$ cat config.mk
export PLATFORM = sky130hd
export DESIGN_NAME = laser_tx_scheduler
export DESIGN_NICKNAME = d
export VERILOG_FILES = /design/src/rtl/laser_tx_scheduler.sv
export SDC_FILE = /design/constraint.sdc
export NUM_CORES = 1
export LEC_CHECK = 0
export ABC_AREA = 1
export ABC_CLOCK_PERIOD_IN_PS = 1950
export CORE_MARGIN = 2
export CORE_UTILIZATION = 53
export DETAILED_ROUTE_END_ITERATION = 6
export PLACE_DENSITY = 0.84
export SLEW_MARGIN = 0
export SYNTH_ARGS = -nofsm -noshare
export SYNTH_HDL_FRONTEND = slang
export SYNTH_SLANG_ARGS = --single-unit
$ cat constraint.sdc
create_clock -name clock -period 1.95 [get_ports clock]
set_input_delay 0.39 -clock clock [delete_from_list [all_inputs] [get_ports clock]]
set_output_delay 0.39 -clock clock [all_outputs]
set_load 0.05 [all_outputs]
$ cat src/rtl/laser_tx_scheduler.sv
// Frames bytes from a bulk data queue and an echo queue onto one byte-wide laser transmitter.
// Define LASERDROP_TX_CRC8_EN to replace the XOR trailer byte with a CRC-8 (poly 0x07).
module laser_tx_scheduler #(
   parameter int         PKT_BYTES = 32,
   parameter int         ECHO_MAX  = 8,
   parameter logic [7:0] SYNC_BYTE = 8'hA5,
   parameter int         TIMEOUT   = 1024
) (
   input  logic        clock,
   input  logic        reset,
   input  logic        clear,
   input  logic [7:0]  s0_q,
   input  logic [7:0]  s0_size,
   input  logic        s0_empty,
   output logic        s0_read,
   input  logic [7:0]  s1_q,
   input  logic [7:0]  s1_size,
   input  logic        s1_empty,
   output logic        s1_read,
   output logic [7:0]  tx_data,
   output logic        tx_valid,
   input  logic        tx_ready,
   output logic [1:0]  grant,
   output logic        busy,
   output logic [15:0] pkt_count
);

   localparam int          TW        = $clog2(TIMEOUT + 1);
   localparam logic [TW-1:0] TIMER_MAX = TW'(TIMEOUT);
   localparam logic [7:0]  PKT_LEN   = 8'(PKT_BYTES);
   localparam logic [7:0]  ECHO_LEN  = 8'(ECHO_MAX);

   typedef enum logic [2:0] {IDLE, SYNC, HDR, PAYLOAD, CHK} state_t;

   state_t        state;
   logic [TW-1:0] timer;
   logic          last_grant;
   logic [6:0]    len;
   logic [6:0]    remaining;
   logic [7:0]    chk;

   logic       elig0;
   logic       elig1;
   logic       pick1;
   logic       transfer;
   logic [6:0] len0;
   logic [6:0] len1;
   logic [7:0] header;
   logic [7:0] payload_byte;

   // One step of the running trailer value: XOR, or CRC-8 MSB-first.
   function automatic logic [7:0] fold(input logic [7:0] acc, input logic [7:0] b);
`ifdef LASERDROP_TX_CRC8_EN
      logic [7:0] c;
      c = acc ^ b;
      for (int i = 0; i < 8; i++) begin
         c = c[7] ? ((c << 1) ^ 8'h07) : (c << 1);
      end
      return c;
`else
      return acc ^ b;
`endif
   endfunction

   assign elig0        = (s0_size >= PKT_LEN) || (!s0_empty && (timer == TIMER_MAX));
   assign elig1        = !s1_empty;
   assign pick1        = elig1 && (!elig0 || !last_grant);
   assign len0         = (s0_size >= PKT_LEN) ? PKT_LEN[6:0] : s0_size[6:0];
   assign len1         = (s1_size >= ECHO_LEN) ? ECHO_LEN[6:0] : s1_size[6:0];
   assign header       = {grant[1], len};
   assign payload_byte = grant[1] ? s1_q : s0_q;
   assign transfer     = tx_valid && tx_ready;

   // Pops happen in the same cycle the byte is accepted, so they follow tx_ready directly.
   assign s0_read = (state == PAYLOAD) && grant[0] && tx_ready;
   assign s1_read = (state == PAYLOAD) && grant[1] && tx_ready;

   always_comb begin
      tx_data = 8'h00;
      case (state)
         SYNC:    tx_data = SYNC_BYTE;
         HDR:     tx_data = header;
         PAYLOAD: tx_data = payload_byte;
         CHK:     tx_data = chk;
         default: tx_data = 8'h00;
      endcase
   end

   always_ff @(posedge clock or posedge reset) begin
      if (reset) begin
         state      <= IDLE;
         timer      <= '0;
         last_grant <= 1'b1;
         len        <= '0;
         remaining  <= '0;
         chk        <= '0;
         tx_valid   <= 1'b0;
         grant      <= 2'b00;
         busy       <= 1'b0;
         pkt_count  <= '0;
      end else if (clear) begin
         state     <= IDLE;
         timer     <= '0;
         remaining <= '0;
         chk       <= '0;
         tx_valid  <= 1'b0;
         grant     <= 2'b00;
         busy      <= 1'b0;
         pkt_count <= '0;
      end else begin
         // The flush timer only runs while a short packet waits in IDLE.
         if (s0_empty) begin
            timer <= '0;
         end else if ((state == IDLE) && (s0_size < PKT_LEN) && (timer != TIMER_MAX)) begin
            timer <= timer + TW'(1);
         end

         case (state)
            IDLE: begin
               if (elig0 || elig1) begin
                  state      <= SYNC;
                  tx_valid   <= 1'b1;
                  busy       <= 1'b1;
                  grant      <= pick1 ? 2'b10 : 2'b01;
                  last_grant <= pick1;
                  len        <= pick1 ? len1 : len0;
                  remaining  <= pick1 ? len1 : len0;
                  if (!pick1) begin
                     timer <= '0;
                  end
               end
            end
            SYNC: begin
               if (transfer) begin
                  state <= HDR;
               end
            end
            HDR: begin
               if (transfer) begin
                  chk   <= fold(8'h00, header);
                  state <= (len == 7'd0) ? CHK : PAYLOAD;
               end
            end
            PAYLOAD: begin
               if (transfer) begin
                  chk       <= fold(chk, payload_byte);
                  remaining <= remaining - 7'd1;
                  if (remaining == 7'd1) begin
                     state <= CHK;
                  end
               end
            end
            CHK: begin
               if (transfer) begin
                  pkt_count <= pkt_count + 16'd1;
                  state     <= IDLE;
                  tx_valid  <= 1'b0;
                  busy      <= 1'b0;
                  grant     <= 2'b00;
               end
            end
            default: state <= IDLE;
         endcase
      end
   end

endmodule

# Yosys cells after proc, flatten, opt, wreduce, memory -nomap -nowiden
# Cells that the tools add are included.
[op_classes]
n_mux = 40
n_reduce_logical = 29
bitwise = 2
magnitude_cmp = 3
n_addsub = 3
n_eq_ne = 13
[op_table]
columns = ["op", "n"]
rows = [
  ["2-to-1 mux 11 bit", 6],
  ["2-to-1 mux 16 bit", 3],
  ["2-to-1 mux 7 bit", 6],
  ["2-to-1 mux 8 bit", 4],
  ["one-hot mux 8 bit (4 select lines)", 1],
  ["2-to-1 mux 3 bit", 8],
  ["adder 16 x 1 -> 16 bit, second input constant", 1],
  ["one-hot mux 8 bit (2 select lines)", 1],
  ["one-hot mux 3 bit (5 select lines)", 1],
  ["one-hot mux 7 bit (2 select lines)", 1],
  ["inequality test 3 bit, second input constant", 4],
  ["AND reduction 3 bit", 4],
  ["adder 11 x 1 -> 11 bit, second input constant", 1],
  ["equality test 11 bit, second input constant", 1],
  ["inequality test 11 bit, second input constant", 1],
  ["logical AND 1 bit", 9],
  ["nonzero test 3 bit", 3],
  [">= comparator 8 x 4 -> 1 bit, second input constant", 1],
  [">= comparator 8 x 6 -> 1 bit, second input constant", 1],
  ["less-than comparator 8 x 6 -> 1 bit, second input constant", 1],
  ["2-to-1 mux 2 bit", 4],
  ["bitwise XOR 8 bit", 1],
  ["equality test 7 x 1 -> 1 bit, second input constant", 1],
  ["logical NOT 7 bit", 1],
  ["15 further kinds", 25],
]
[totals]
out_inout_bits = 30
reg_bits = 56

# Longest topological paths before layout
[depth]
depth_word = 10
ltp_mapped = 13
ltp_nobuf = 13

# Worst setup path after synthesis
# No wires, ideal clock.
[synth_timing]
kind = "reg2out"
start = "register grant[1]"
end = "output port tx_data[7]"
setup_slack_ns = -0.305
path_stages_with_launch = 3
t_required_ns = 1.560
path_buffers = 0
arrival_ns = 1.865
path_cell_list = "dfrtp_1 clkinv_1 o2111ai_1"
[synth_between]
elab_chain_len = 2
[synth_lines]
columns = ["element", "line_no", "text"]
rows = [
  ["from (decl)", "23", "output logic [1:0] grant,"],
  ["from (signal assigned)", "124", "grant <= pick1 ? 2'b10 : 2'b01;"],
  ["2-to-1 mux 8 bit", "71", "assign payload_byte = grant[1] ? s1_q : s0_q;"],
  ["one-hot mux 8 bit (4 select lines) *", "80", "case (state)"],
  ["to (decl)", "20", "output logic [7:0] tx_data,"],
]
# Every way passes the cells marked *; elsewhere a longest branch is shown, timed or not.

# Final worst setup path
[layout_timing]
start = "register state[1]"
end = "output port tx_data[4]"
[layout_between]
elab_chain_len = 2
word_cells_on_any_way = 5
cone_classes = "eq/ne: 4; mux: 1"
[layout_lines]
columns = ["element", "line_no", "text"]
rows = [
  ["from (decl)", "35", "state_t state;"],
  ["from (signal assigned)", "141", "state <= (len == 7'd0) ? CHK : PAYLOAD;"],
  ["equality test 3 bit (tied with other cells)", "80", ""],
  ["one-hot mux 8 bit (4 select lines) *", "80", ""],
]
# Marks and branches as above.

==> flow_metrics.py <==
metrics = {
    "status": {
        "status": "complete, but fails checks",
        "violations_in_the_final_reports": "setup timing",
    },
    "power": {
        "power.static_leakage_nw": 2.310,
        "p_per_area_nw_per_um2": 1029,
        "power_switching_mw": 2.323,
        "pwr_total_mw": 5.011,
        "highest_ir_drop_seen_on_vdd_uv": 903.4,
        "internal_power_mw": 2.688,
        "share_comb_of_total_power": 0.548,
        "switching_share": 0.4637,
        "power.share.clock": 0.134,
        "sequentialPowerShare": 0.318,
    },
    "worst_setup_path": {
        "worstRegToRegCells": 7,
        "cp_max_fo": 5,
        "path_class": "reg -> out",
        "worst-endpoint-required_ns": 1.56,
        "kind_of_start_point_of_the_critical_path": "register",
        "timing.critical_path.arrival_ns": 1.74,
        "end_kind": "output pin",
    },
    "timing": {
        "report.final.slew_viol_count": 0,
        "fmaxAchievable_mhz": 468.7,
        "worst_slew_pin_slew_ns": 0.5114,
        "slew_headroom": 0.6565,
        "unrepaired_setup_endpoints_after_global_routing": "yes",
        "post-route-worst-setup-slack_ns": -0.1834,
        "final_hold_violating_endpoints": 0,
        "fin_skew_ns": 0.01516,
        "layout_worst_path_cycle_share": 1.094,
        "period_needed_ns": 2.133,
        "setup-violations-final": 8,
    },
    "cts": {
        "clk_sink_count": 56,
        "insertion_delay_ns": 0.32,
        "number_of_buffers_on_the_longest_clock_path": 2,
        "cts.htree.levels": 2,
        "numCtsBuffers": 5,
        "cts-root-buf": "sky130_fd_sc_hd__clkbuf_8",
        "cts_tree": "built",
        "cts.reportedPaths.clkPinSlew_ns": 0.11,
    },
    "logic_synthesis": {
        "synthTopCellsByArea": "sky130_fd_sc_hd__dfrtp_1 (38%), sky130_fd_sc_hd__nand2_1 (13%), sky130_fd_sc_hd__inv_1 (7.2%)",
        "warnings_from_yosys": 0,
        "synth.ff_latch_count": 56,
        "synth.cell_area_um2": 3631,
        "sequential_element_share_of_the_synthesized_area": 0.3863,
        "ys.flop_type": "sky130_fd_sc_hd__dfrtp_1",
        "synthesized_instance_count": 506,
        "synthesis.nets": 549,
        "synth_most_common_cell": "sky130_fd_sc_hd__nand2_1",
        "area_fraction_of_the_dominant_cell_type_after_synthesis": 0.3790,
        "synth_enable_flop_cells": 0,
        "netlist_top_cells_count": "sky130_fd_sc_hd__nand2_1 (121), sky130_fd_sc_hd__inv_1 (70), sky130_fd_sc_hd__dfrtp_1 (55), sky130_fd_sc_hd__nor2_1 (53), sky130_fd_sc_hd__o21ai_0 (35)",
        "async_flop_share": 1.000,
        "post_synth.cell_area_avg_um2": 7.176,
        "ys_types": 44,
        "synthDominantAreaCellType": "sky130_fd_sc_hd__dfrtp_1",
    },
    "die": {
        "design.die.area_um2": 7529,
        "die_w_um": 86.77,
        "dieHeight_um": 86.77,
        "site_rows": 30,
        "initial_utilization": 0.5404,
        "core_region_area_um2": 6719,
        "io_pins": 68,
    },
    "detailed_routing": {
        "drt_wl_total_um": 9864,
        "avgViaCountPerCell": 5.653,
        "dr_total_vias": 3844,
        "drc": 0,
        "avgRoutedWirePerCell_um": 14.51,
        "detail-route-antenna-nets": 0,
        "firstDrtPassIters": 5,
        "dr.first_iter.drc_count": 274,
    },
    "global_routing": {
        "grt.overflow.total": 0,
        "grt_first_pass_wirelength_um": 15990,
        "groute.usage.overall": 0.2656,
        "grt_antenna_before_repair": 0,
        "maximum_number_of_pins_on_one_net_before_global_route_repair": 31,
        "grt_pass1_vias": 3606,
    },
    "worst_hold_path": {
        "worstHoldPathType": "in -> async",
    },
    "final_layout": {
        "drive_above_1_share": 0.1817,
        "stdcell_area_um2": 4871,
        "syn2layout_area_growth_pct": 34.15,
        "antennaDiodeCount": 0,
        "design.final.nets": 642,
    },
    "placed_design": {
        "placement.io_buffers": 67,
        "dpl.hpwl_um": 7261,
        "gpl.final_weighted_congestion": 0.9141,
        "postPlaceCellArea_um2": 4618,
    },
    "run": {
        "max_cap_viol_count": 0,
    },
}
-- cell families after synthesis --
kind of cell             count (synthesis)  share of synthesized area
buffers and inverters                   90                     0.1027
adder cells (fa/ha/maj)                  5                    0.01723
AO/OA/AOI/OAI                           95                     0.1544
flip-flops                              56                     0.3863
XOR/XNOR                                11                    0.02653
AND/OR/NAND/NOR                        249                     0.3129
-- path summary, 6_finish.rpt --
kind	startpoint	slack, ns	to
max in group asynchronous	reset	1.12	state[2]
worst max register to register	state[0]	0.12	busy
worst min-delay path	reset	0.35	timer[0]
worst max-delay path	state[1]	-0.18	tx_data[4]
min in group clock	chk[7]	0.53	chk[7]
worst min register to register	chk[7]	0.53	chk[7]
-- cells in the final DEF, fill, tap and decap left out, types with 3 or more instances in the layout --
cell type / Yosys / routed
sky130_fd_sc_hd__dfrtp_1: 55 / 52
sky130_fd_sc_hd__a21oi_1: 26 / 26
sky130_fd_sc_hd__inv_4: 1 / 3
sky130_fd_sc_hd__ha_1: 5 / 5
sky130_fd_sc_hd__clkdlybuf4s50_1: 0 / 38
sky130_fd_sc_hd__o21ai_1: 8 / 8
sky130_fd_sc_hd__nand2_2: 6 / 3
sky130_fd_sc_hd__inv_1: 70 / 65
sky130_fd_sc_hd__nor2_4: 2 / 4
sky130_fd_sc_hd__nand2_1: 121 / 121
sky130_fd_sc_hd__inv_2: 6 / 8
sky130_fd_sc_hd__nand2_4: 2 / 5
sky130_fd_sc_hd__buf_12: 0 / 10
sky130_fd_sc_hd__o32ai_1: 6 / 6
sky130_fd_sc_hd__nor2_1: 53 / 52
sky130_fd_sc_hd__nand3_2: 4 / 6
sky130_fd_sc_hd__dfrtp_2: 0 / 3
sky130_fd_sc_hd__clkbuf_8: 0 / 5
sky130_fd_sc_hd__o21ai_0: 35 / 35
sky130_fd_sc_hd__dlymetal6s2s_1: 0 / 6
sky130_fd_sc_hd__nand4_1: 10 / 10
sky130_fd_sc_hd__xor2_1: 11 / 11
sky130_fd_sc_hd__nor3_1: 11 / 10
sky130_fd_sc_hd__o2111ai_2: 0 / 3
sky130_fd_sc_hd__nand3_1: 31 / 29
sky130_fd_sc_hd__a31oi_1: 5 / 5
sky130_fd_sc_hd__buf_4: 2 / 40
-- flip-flops by register name (all words and copies together) (netlist names) --
| register | flops |
|---|---|
| last_grant | 1 |
| timer | 11 |
| grant | 2 |
| busy | 1 |
| chk | 8 |
| pkt_count | 16 |
| remaining | 7 |
| len | 7 |
| state | 3 |
-- stage by stage --
| stage | setup slack (ns) | utilization | hold WS, ns | instances | setup TNS (ns) |
|---|---|---|---|---|---|
| floorplan | -0.08675 | - | 0.4651 | 506 | -0.3361 |
| finish | -0.1834 | 0.7250 | 0.3546 | 680 | -1.002 |
| global route | -0.2356 | 0.7250 | 0.3784 | 680 | -1.577 |
| global placement | 0.02499 | 0.6873 | 0.4877 | 665 | 0 |
| CTS | -0.1828 | 0.7114 | 0.3653 | 675 | -0.8575 |
| detailed placement | -0.04961 | 0.6873 | 0.4987 | 665 | -0.2318 |
-- power by group through the flow --
stage	Clock, mW	Combinational [mW]	Sequential [mW]
finish	0.670	2.75	1.59
global route	0.715	2.95	1.62
CTS	0.673	2.59	1.60
detailed placement	0	2.49	1.61
global placement	0	2.42	1.60
floorplan	0	1.51	1.68
-- final cells by class --
| type | instances | area (um^2) |
|---|---|---|
| well taps | 80 | 100.1 |
| clock buffers | 5 | 68.82 |
| flip-flops and latches | 56 | 1406 |
| multi-input cells | 360 | 1958 |
| fillers | 510 | 1848 |
| repair buffers | 97 | 998.5 |
| clock inverters | 3 | 21.27 |
| inverters | 79 | 317.8 |
-- what timing repair did --
action,4_1_cts,5_1_grt
pin swaps,4,4
hold buffers,0,0
endpoints found under the setup margin,11,29
resized for setup,17,17
setup buffers,2,5
-- per-layer routing --
layer / vias to the layer above / wire (um) / global-route usage
li1: 1833 / - / -
met1: 1807 / 3877 / 0.3344
met2: 178 / 4987 / 0.4580
met3: 26 / 737 / 0.03524
met4: 0 / 261 / 0.1122
met5: - / 0 / 0
-- critical path, cell delays in order (launching register included) --
cell,delay [ns]
sky130_fd_sc_hd__dfrtp_1,0.42
sky130_fd_sc_hd__inv_2,0.08
sky130_fd_sc_hd__nor2_4,0.15
sky130_fd_sc_hd__inv_2,0.08
sky130_fd_sc_hd__nor2_4,0.12
sky130_fd_sc_hd__inv_4,0.06
sky130_fd_sc_hd__o211ai_1,0.28
sky130_fd_sc_hd__clkbuf_16,0.23
(Power assumes the default switching activity.)
